$ cat config.mk
export PLATFORM = sky130hd
export DESIGN_NAME = mini_cpu_seq
export DESIGN_NICKNAME = d
export VERILOG_FILES = /design/src/rtl/mini_cpu_seq.sv
export SDC_FILE = /design/constraint.sdc
export NUM_CORES = 2
export LEC_CHECK = 0
export ABC_AREA = 1
export BUFFER_PORTS_ARGS = -buffer_cell sky130_fd_sc_hd__buf_4
export CORE_MARGIN = 2
export CORE_UTILIZATION = 30
export CTS_CLUSTER_SIZE = 20
export DETAILED_ROUTE_END_ITERATION = 10
export GPL_ROUTABILITY_DRIVEN = 0
export GPL_TIMING_DRIVEN = 1
export HOLD_SLACK_MARGIN = 0.08
export PLACE_DENSITY = 0.54
export SLEW_MARGIN = 25
export SYNTH_ARGS = -nofsm -noshare
export SYNTH_HDL_FRONTEND = slang
export SYNTH_SLANG_ARGS = --single-unit
$ cat constraint.sdc
create_clock -name clk -period 6.5 [get_ports clk]
set_input_delay 1.95 -clock clk [delete_from_list [all_inputs] [get_ports clk]]
set_output_delay 1.95 -clock clk [all_outputs]
set_load 0.03 [all_outputs]
$ cat src/rtl/mini_cpu_seq.sv
// Button-driven multi-cycle CPU: a submitted instruction walks FETCH..STORE and retires
// one register-file write per instruction. The power button toggles between OFF and running.
module mini_cpu_seq #(
    parameter int DATA_W = 16,
    parameter int ADDR_W = 4,
    parameter int IMM_W  = 6,
    parameter int CNT_W  = 8
) (
    input  logic              clk,
    input  logic              rst_n,
    input  logic              ligar,
    input  logic              enviar,
    input  logic [2:0]        opcode,
    input  logic [ADDR_W-1:0] addr1,
    input  logic [ADDR_W-1:0] addr2,
    input  logic [IMM_W:0]    addr3OuImm,
    output logic [DATA_W-1:0] result,
    output logic              on,
    output logic [2:0]        estado,
    output logic              busy,
    output logic              done,
    output logic              ovf,
    output logic [CNT_W-1:0]  instr_count
);
    localparam int F    = IMM_W + 1;
    localparam int NREG = 2 ** ADDR_W;
    localparam int M    = DATA_W - 1;

    localparam logic [2:0] S_OFF    = 3'b000;
    localparam logic [2:0] S_FETCH  = 3'b001;
    localparam logic [2:0] S_DECODE = 3'b010;
    localparam logic [2:0] S_READ   = 3'b011;
    localparam logic [2:0] S_CALC   = 3'b100;
    localparam logic [2:0] S_SHOW   = 3'b101;
    localparam logic [2:0] S_STORE  = 3'b110;

    localparam logic [2:0] OP_LOAD    = 3'b000;
    localparam logic [2:0] OP_ADD     = 3'b001;
    localparam logic [2:0] OP_ADDI    = 3'b010;
    localparam logic [2:0] OP_SUB     = 3'b011;
    localparam logic [2:0] OP_SUBI    = 3'b100;
    localparam logic [2:0] OP_MUL     = 3'b101;
    localparam logic [2:0] OP_CLEAR   = 3'b110;
    localparam logic [2:0] OP_DISPLAY = 3'b111;

    logic [1:0]        ligar_sync_q, enviar_sync_q;
    logic              ligar_prev_q, enviar_prev_q;
    logic              ligar_evt, enviar_evt;
    logic [2:0]        state_q, state_d;
    logic [2:0]        op_q;
    logic [ADDR_W-1:0] a1_q, a2_q, a3;
    logic [F-1:0]      f_q;
    logic [DATA_W-1:0] opa_q, opb_q, alu_q, alu_d, result_q;
    logic [DATA_W-1:0] imm_mag, imm, sum, diff;
    logic [2*DATA_W-1:0] prod;
    logic              alu_ovf_q, alu_ovf_d, ovf_q, done_q;
    logic [CNT_W-1:0]  cnt_q;
    logic              rf_we, rf_clr, uses_imm;
    logic [DATA_W-1:0] rf_rd [NREG];

    // Buttons are active-low; the event is the release (synchronized 0->1).
    always_ff @(posedge clk or negedge rst_n) begin
        if (!rst_n) begin
            ligar_sync_q  <= 2'b11;
            enviar_sync_q <= 2'b11;
            ligar_prev_q  <= 1'b1;
            enviar_prev_q <= 1'b1;
        end else begin
            ligar_sync_q  <= {ligar_sync_q[0], ligar};
            enviar_sync_q <= {enviar_sync_q[0], enviar};
            ligar_prev_q  <= ligar_sync_q[1];
            enviar_prev_q <= enviar_sync_q[1];
        end
    end
    assign ligar_evt  = ligar_sync_q[1] & ~ligar_prev_q;
    assign enviar_evt = enviar_sync_q[1] & ~enviar_prev_q;

    always_comb begin
        state_d = state_q;
        if (ligar_evt) begin
            state_d = (state_q == S_OFF) ? S_FETCH : S_OFF;
        end else begin
            case (state_q)
                S_FETCH:  if (enviar_evt) state_d = S_DECODE;
                S_DECODE: state_d = S_READ;
                S_READ:   state_d = S_CALC;
                S_CALC:   state_d = S_SHOW;
                S_SHOW:   state_d = S_STORE;
                S_STORE:  state_d = S_FETCH;
                default:  state_d = S_OFF;
            endcase
        end
    end

    // Sign-magnitude immediate; a negative zero collapses to 0 naturally.
    assign a3       = f_q[F-1 -: ADDR_W];
    assign imm_mag  = {{(DATA_W-IMM_W){1'b0}}, f_q[IMM_W-1:0]};
    assign imm      = f_q[F-1] ? (~imm_mag + DATA_W'(1)) : imm_mag;
    assign uses_imm = (op_q == OP_LOAD) || (op_q == OP_ADDI) || (op_q == OP_SUBI);
    assign sum      = opa_q + opb_q;
    assign diff     = opa_q - opb_q;
    assign prod     = $signed({{DATA_W{opa_q[M]}}, opa_q}) * $signed({{DATA_W{opb_q[M]}}, opb_q});

    always_comb begin
        alu_d     = '0;
        alu_ovf_d = 1'b0;
        case (op_q)
            OP_LOAD: alu_d = opb_q;
            OP_ADD, OP_ADDI: begin
                alu_d     = sum;
                alu_ovf_d = (opa_q[M] == opb_q[M]) && (sum[M] != opa_q[M]);
            end
            OP_SUB, OP_SUBI: begin
                alu_d     = diff;
                alu_ovf_d = (opa_q[M] != opb_q[M]) && (diff[M] != opa_q[M]);
            end
            OP_MUL: begin
                alu_d     = prod[DATA_W-1:0];
                alu_ovf_d = !((&prod[2*DATA_W-1:M]) || (~|prod[2*DATA_W-1:M]));
            end
            OP_DISPLAY: alu_d = opa_q;
            default: alu_d = '0;
        endcase
    end

    always_ff @(posedge clk or negedge rst_n) begin
        if (!rst_n) begin
            state_q   <= S_OFF;
            op_q      <= '0;
            a1_q      <= '0;
            a2_q      <= '0;
            f_q       <= '0;
            opa_q     <= '0;
            opb_q     <= '0;
            alu_q     <= '0;
            alu_ovf_q <= 1'b0;
            result_q  <= '0;
            ovf_q     <= 1'b0;
            done_q    <= 1'b0;
            cnt_q     <= '0;
        end else begin
            state_q <= state_d;
            done_q  <= 1'b0;
            if (!ligar_evt) begin
                case (state_q)
                    S_FETCH: if (enviar_evt) begin
                        op_q <= opcode;
                        a1_q <= addr1;
                        a2_q <= addr2;
                        f_q  <= addr3OuImm;
                    end
                    S_READ: begin
                        opa_q <= (op_q == OP_DISPLAY) ? rf_rd[a1_q] : rf_rd[a2_q];
                        opb_q <= uses_imm ? imm : rf_rd[a3];
                    end
                    S_CALC: begin
                        alu_q     <= alu_d;
                        alu_ovf_q <= alu_ovf_d;
                    end
                    S_SHOW: result_q <= alu_q;
                    S_STORE: begin
                        ovf_q  <= alu_ovf_q;
                        done_q <= 1'b1;
                        cnt_q  <= cnt_q + CNT_W'(1);
                    end
                    default: ;
                endcase
            end
        end
    end

    // Writes happen only on an unaborted STORE->FETCH edge.
    assign rf_we  = (state_q == S_STORE) && !ligar_evt && (op_q != OP_DISPLAY) && (op_q != OP_CLEAR);
    assign rf_clr = (state_q == S_STORE) && !ligar_evt && (op_q == OP_CLEAR);

    for (genvar gi = 0; gi < NREG; gi++) begin : g_rf
        logic [DATA_W-1:0] r_q;
        always_ff @(posedge clk or negedge rst_n) begin
            if (!rst_n) begin
                r_q <= '0;
            end else if (rf_clr) begin
                r_q <= '0;
            end else if (rf_we && (a1_q == ADDR_W'(gi))) begin
                r_q <= alu_q;
            end
        end
        assign rf_rd[gi] = r_q;
    end

    assign result      = result_q;
    assign on          = (state_q == S_OFF);
    assign estado      = state_q;
    assign busy        = (state_q >= S_DECODE) && (state_q <= S_STORE);
    assign done        = done_q;
    assign ovf         = ovf_q;
    assign instr_count = cnt_q;
endmodule
==> summary.md <==
| Metric | Value |
|---|---|
| Status | `finished, final reports clean` |
| Netlist Area Pre-Place | `32900 um2` |
| Clk slew on worst S/H paths | `0.07 ns` |
| First-pass GRT wire length | `188000 um` |
| Pre-CTS WS | `between 0.2 and 0.25 ns` |
| Wire per inst | `21.2 um` |
| Full die area | `around 110000 um2` |
| Most common cell on crit path | `nand2_1` |
| Die Wd | `335 um` |
| Relative slew slack | `0.266` |
| Final slew viol count | `0` |
| Critical path class | `reg -> reg` |
| Max-Cap Viols | `0` |
| Synthesis-stage register bit count | `358` |
| Fmax | `162 MHz` |
| Largest net degree at the start of global routing | `161` |
| Post-synth ARST share | `1.00` |
| Clk_lat worst skew | `0.60 ns` |
| ANT cells | `0` |
| Arrival time at the worst endpoint | `6.66 ns` |
| Syn. warnings | `0` |
| DRC Markers | `0` |
| Antenna violations before repair | `1` |
| Clock Tree Root | `clkbuf_16` |
| Area delta synth->final | `11.3%` |
| Syn nets | `4873` |
| Worst slew pin tran | `1.10 ns` |
| Inst Count DP | `5760` |
| Hold Path Class | `reg -> reg` |
| CTS tree | `done` |
| Share of cells above drive strength 1 | `0.0905` |
| Setup TNS | `0 ns` |
| TritonCTS Buffers | `between 40 and 50` |
| Final WS setup | `0.315 ns` |
| Congestion Overflow GR | `0` |
| Fillers | `~12000` |
| Total global-route track usage | `0.219` |
| Worst Setup End Kind | `register` |
| Final critical-path required period | `6.19 ns` |
| Fin nets | `4806` |
| Setup violators final | `0` |
| Rows | `121` |
| Num ports | `53` |
| Crit path cell chain | `buf_4 > nand2_1 > fa_1 > fa_1 > fa_1 > fa_1 > fa_1 > fa_1 > inv_1 > ha_1 > nand2_1 > nor2_1 > and2_1 > nand4_1 > nand4_1 > nand2_1 > nor2_1 > nand2_1 > nor2_1 > nand3_1 > nand3_1 > nand2_1 > nand2_1 > nand2_1` |
| Initial DRC count | `3550` |
| Hold path start | `enviar_sync_q[0]` |
| Total number of vias | `30900` |
| Slowest cell on crit path | `fa_1` |
| Initial Util | `0.302` |
| Core Box Area | `109000 um2` |
| Startpoint types | `register` |
| First drt pass iteration count | `6` |
| Final Instance Count excl. Fillers | `5856` |
| CTS H-tree depth | `2` |
| Req. time, crit path | `6.97 ns` |
| RR Startpoint | `opa_q[11]` |
| Routed Wire Length | `124000 um` |
| CTS Sinks | `about 360` |
| Post-synth EDFFs | `0` |
| Cts-stage hold buffer count | `0` |
| Clk buf depth | `3` |
| Clock Skews | `0.0294 ns` |
| Post-route core utilization | `0.337` |
| Synth cell types | `55` |
| Die Ht | `335 um` |
| Tcrit/Tclk final | `0.952` |
| CP max stage delay | `0.60 ns` |
| Vias per cell | `about 5.3` |
| Worst Setup SP | `opa_q[11]` |
| Post-detail-place hpwl | `86000 um` |
| Vias in the first global route | `29600` |
| Final Hold Fails | `0` |
| Primary FF master, synth | `dfrtp_1` |
| Number of routed nets with antenna violations | `0` |
| Synth Instances | `4471` |
| Post-Synthesis Mean Instance Area | `around 7.4 um2` |
| Maximum fanout along the worst path | `8` |
| Register area share after synthesis | `0.272` |
| Port Buf Inserts | `52` |
-- critical path: cells and delay by family, from the launching register on --
| kind | cells | cell delay, ns |
|---|---|---|
| adders and majority gates | 7 | 3.39 |
| and+or+nand+nor | 15 | 1.84 |
| DFF | 1 | 0.55 |
| buffers and inverters | 2 | 0.29 |
-- Yosys cell counts (2+ instances only) --
| master | count | area, um2 |
|---|---|---|
| nand3b_1 | 2 | 15.0 |
| dfstp_2 | 6 | 158 |
| inv_1 | 760 | 2850 |
| o21ai_2 | 41 | 359 |
| or2_2 | 8 | 50.1 |
| nor2_2 | 3 | 18.8 |
| nor3_1 | 13 | 65.1 |
| nor2_4 | 3 | 33.8 |
| a21oi_2 | 12 | 105 |
| buf_2 | 44 | 220 |
| dfrtp_1 | 352 | 8810 |
| o21ai_0 | 494 | 2470 |
| a21o_1 | 2 | 15.0 |
| a221oi_1 | 18 | 158 |
| buf_8 | 2 | 30.0 |
| a31oi_1 | 9 | 56.3 |
| a21oi_1 | 343 | 1720 |
| nand2_2 | 5 | 31.3 |
| xnor2_1 | 14 | 123 |
| nor2_1 | 141 | 529 |
| and2_1 | 7 | 43.8 |
| nand3_1 | 175 | 876 |
| o22ai_1 | 40 | 250 |
| buf_1 | 28 | 105 |
| fa_1 | 264 | 5290 |
| buf_4 | 7 | 52.6 |
| nor3_4 | 2 | 32.5 |
| mux2_2 | 3 | 33.8 |
| xor2_1 | 13 | 114 |
| nand4_1 | 21 | 131 |
| o21ai_1 | 157 | 786 |
| a22oi_1 | 21 | 158 |
| o31ai_1 | 3 | 22.5 |
| o221ai_1 | 44 | 385 |
| clkbuf_2 | 12 | 60.1 |
| o211ai_1 | 21 | 158 |
| clkinv_1 | 4 | 15.0 |
| o2111ai_1 | 19 | 166 |
| nand2_1 | 1027 | 3850 |
| ha_1 | 116 | 1450 |
| clkbuf_1 | 162 | 608 |
| buf_6 | 28 | 315 |
| inv_2 | 6 | 22.5 |
| a32o_1 | 6 | 60.1 |
| o21bai_1 | 3 | 22.5 |
-- path summary, 6_finish.rpt --
path                       slack (ns)  cells after the start               end
setup / recovery                 0.31                     24         alu_ovf_q
hold / removal                   0.35                      0  enviar_sync_q[1]
setup reg to reg                 0.31                     24         alu_ovf_q
hold reg to reg                  0.35                      0  enviar_sync_q[1]
max in group asynchronous        3.77                      2   g_rf[3].r_q[13]
min in group asynchronous        1.40                      1         opa_q[15]
-- through the flow --
step           cell area (um2)  hold slack, ns
6_report                 36600           0.353
5_1_grt                  36600           0.356
4_1_cts                  36300           0.357
3_5_place_dp             34700           0.347
3_3_place_gp             34700           0.346
2_1_floorplan            32900           0.345
-- per-layer routing --
| layer | track usage | wire [um] |
|---|---|---|
| met5 | 0 | 0 |
| met3 | 0.0315 | 10600 |
| met2 | 0.339 | 54100 |
| met4 | 0.0904 | 5780 |
| met1 | 0.306 | 53400 |
-- layout by cell type (no fill, tap or decap), types with 8 or more instances in the layout --
cell,Yosys,final
nand2_1,1027,1019
inv_1,760,754
o21ai_0,494,494
a21oi_1,343,336
dfrtp_1,352,334
fa_1,264,262
nand3_1,175,173
buf_4,7,159
o21ai_1,157,157
nor2_1,141,128
ha_1,116,107
clkbuf_16,0,47
o221ai_1,44,44
o21ai_2,41,41
o22ai_1,40,40
o211ai_1,21,21
a22oi_1,21,21
nand4_1,21,21
o2111ai_1,19,19
a221oi_1,18,18
dfrtp_2,0,15
xnor2_1,14,14
clkbuf_8,0,14
a21oi_4,0,13
xor2_1,13,13
nand2_2,5,12
nor3_1,13,12
clkbuf_1,162,11
nor2_2,3,10
nor2_4,3,9
a31oi_1,9,9
or2_2,8,8
-- timing repair --
item,in CTS,in global routing
setup endpoints to repair,0,2
setup buffers,0,8
gates resized for setup,0,59
-- flip-flops by register name, indices dropped and copies added (netlist names), 2 cells and up --
signal         cells
opb_q             16
result            16
alu_q             16
op_q               3
enviar_sync_q      2
f_q                7
a2_q               4
opa_q             16
a1_q               4
g_rf.r_q         256
estado             3
ligar_sync_q       2
instr_count        8
-- kinds of logic (layout without fill, tap and decap cells) --
group | after synthesis | after routing | share of synthesized area
AND/OR/NAND/NOR | 1411 | 1411 | 0.174
AO/OA/AOI/OAI | 1238 | 1238 | 0.211
buffers and inverters | 1054 | 1025 | 0.130
adder cells (fa/ha/maj) | 380 | 380 | 0.205
flip-flops | 358 | 358 | 0.272
XOR/XNOR | 27 | 27 | 0.00718
multiplexers | 3 | 3 | 0.00103
-- final cells by class --
cell class	instances	area, um2	area share
timing repair buffer	168	1380	0.0378
inverter	771	2910	0.0793
tap	1414	1770	0.0483
multi-input combinational	3059	20000	0.546
clock buffer	72	1410	0.0385
sequential	358	9000	0.246
clock inverter	14	184	0.00502
Power is left out: the tool's default activity adds up to more than one toggle a clock period on the data nets, which glitch-free logic cannot reach.
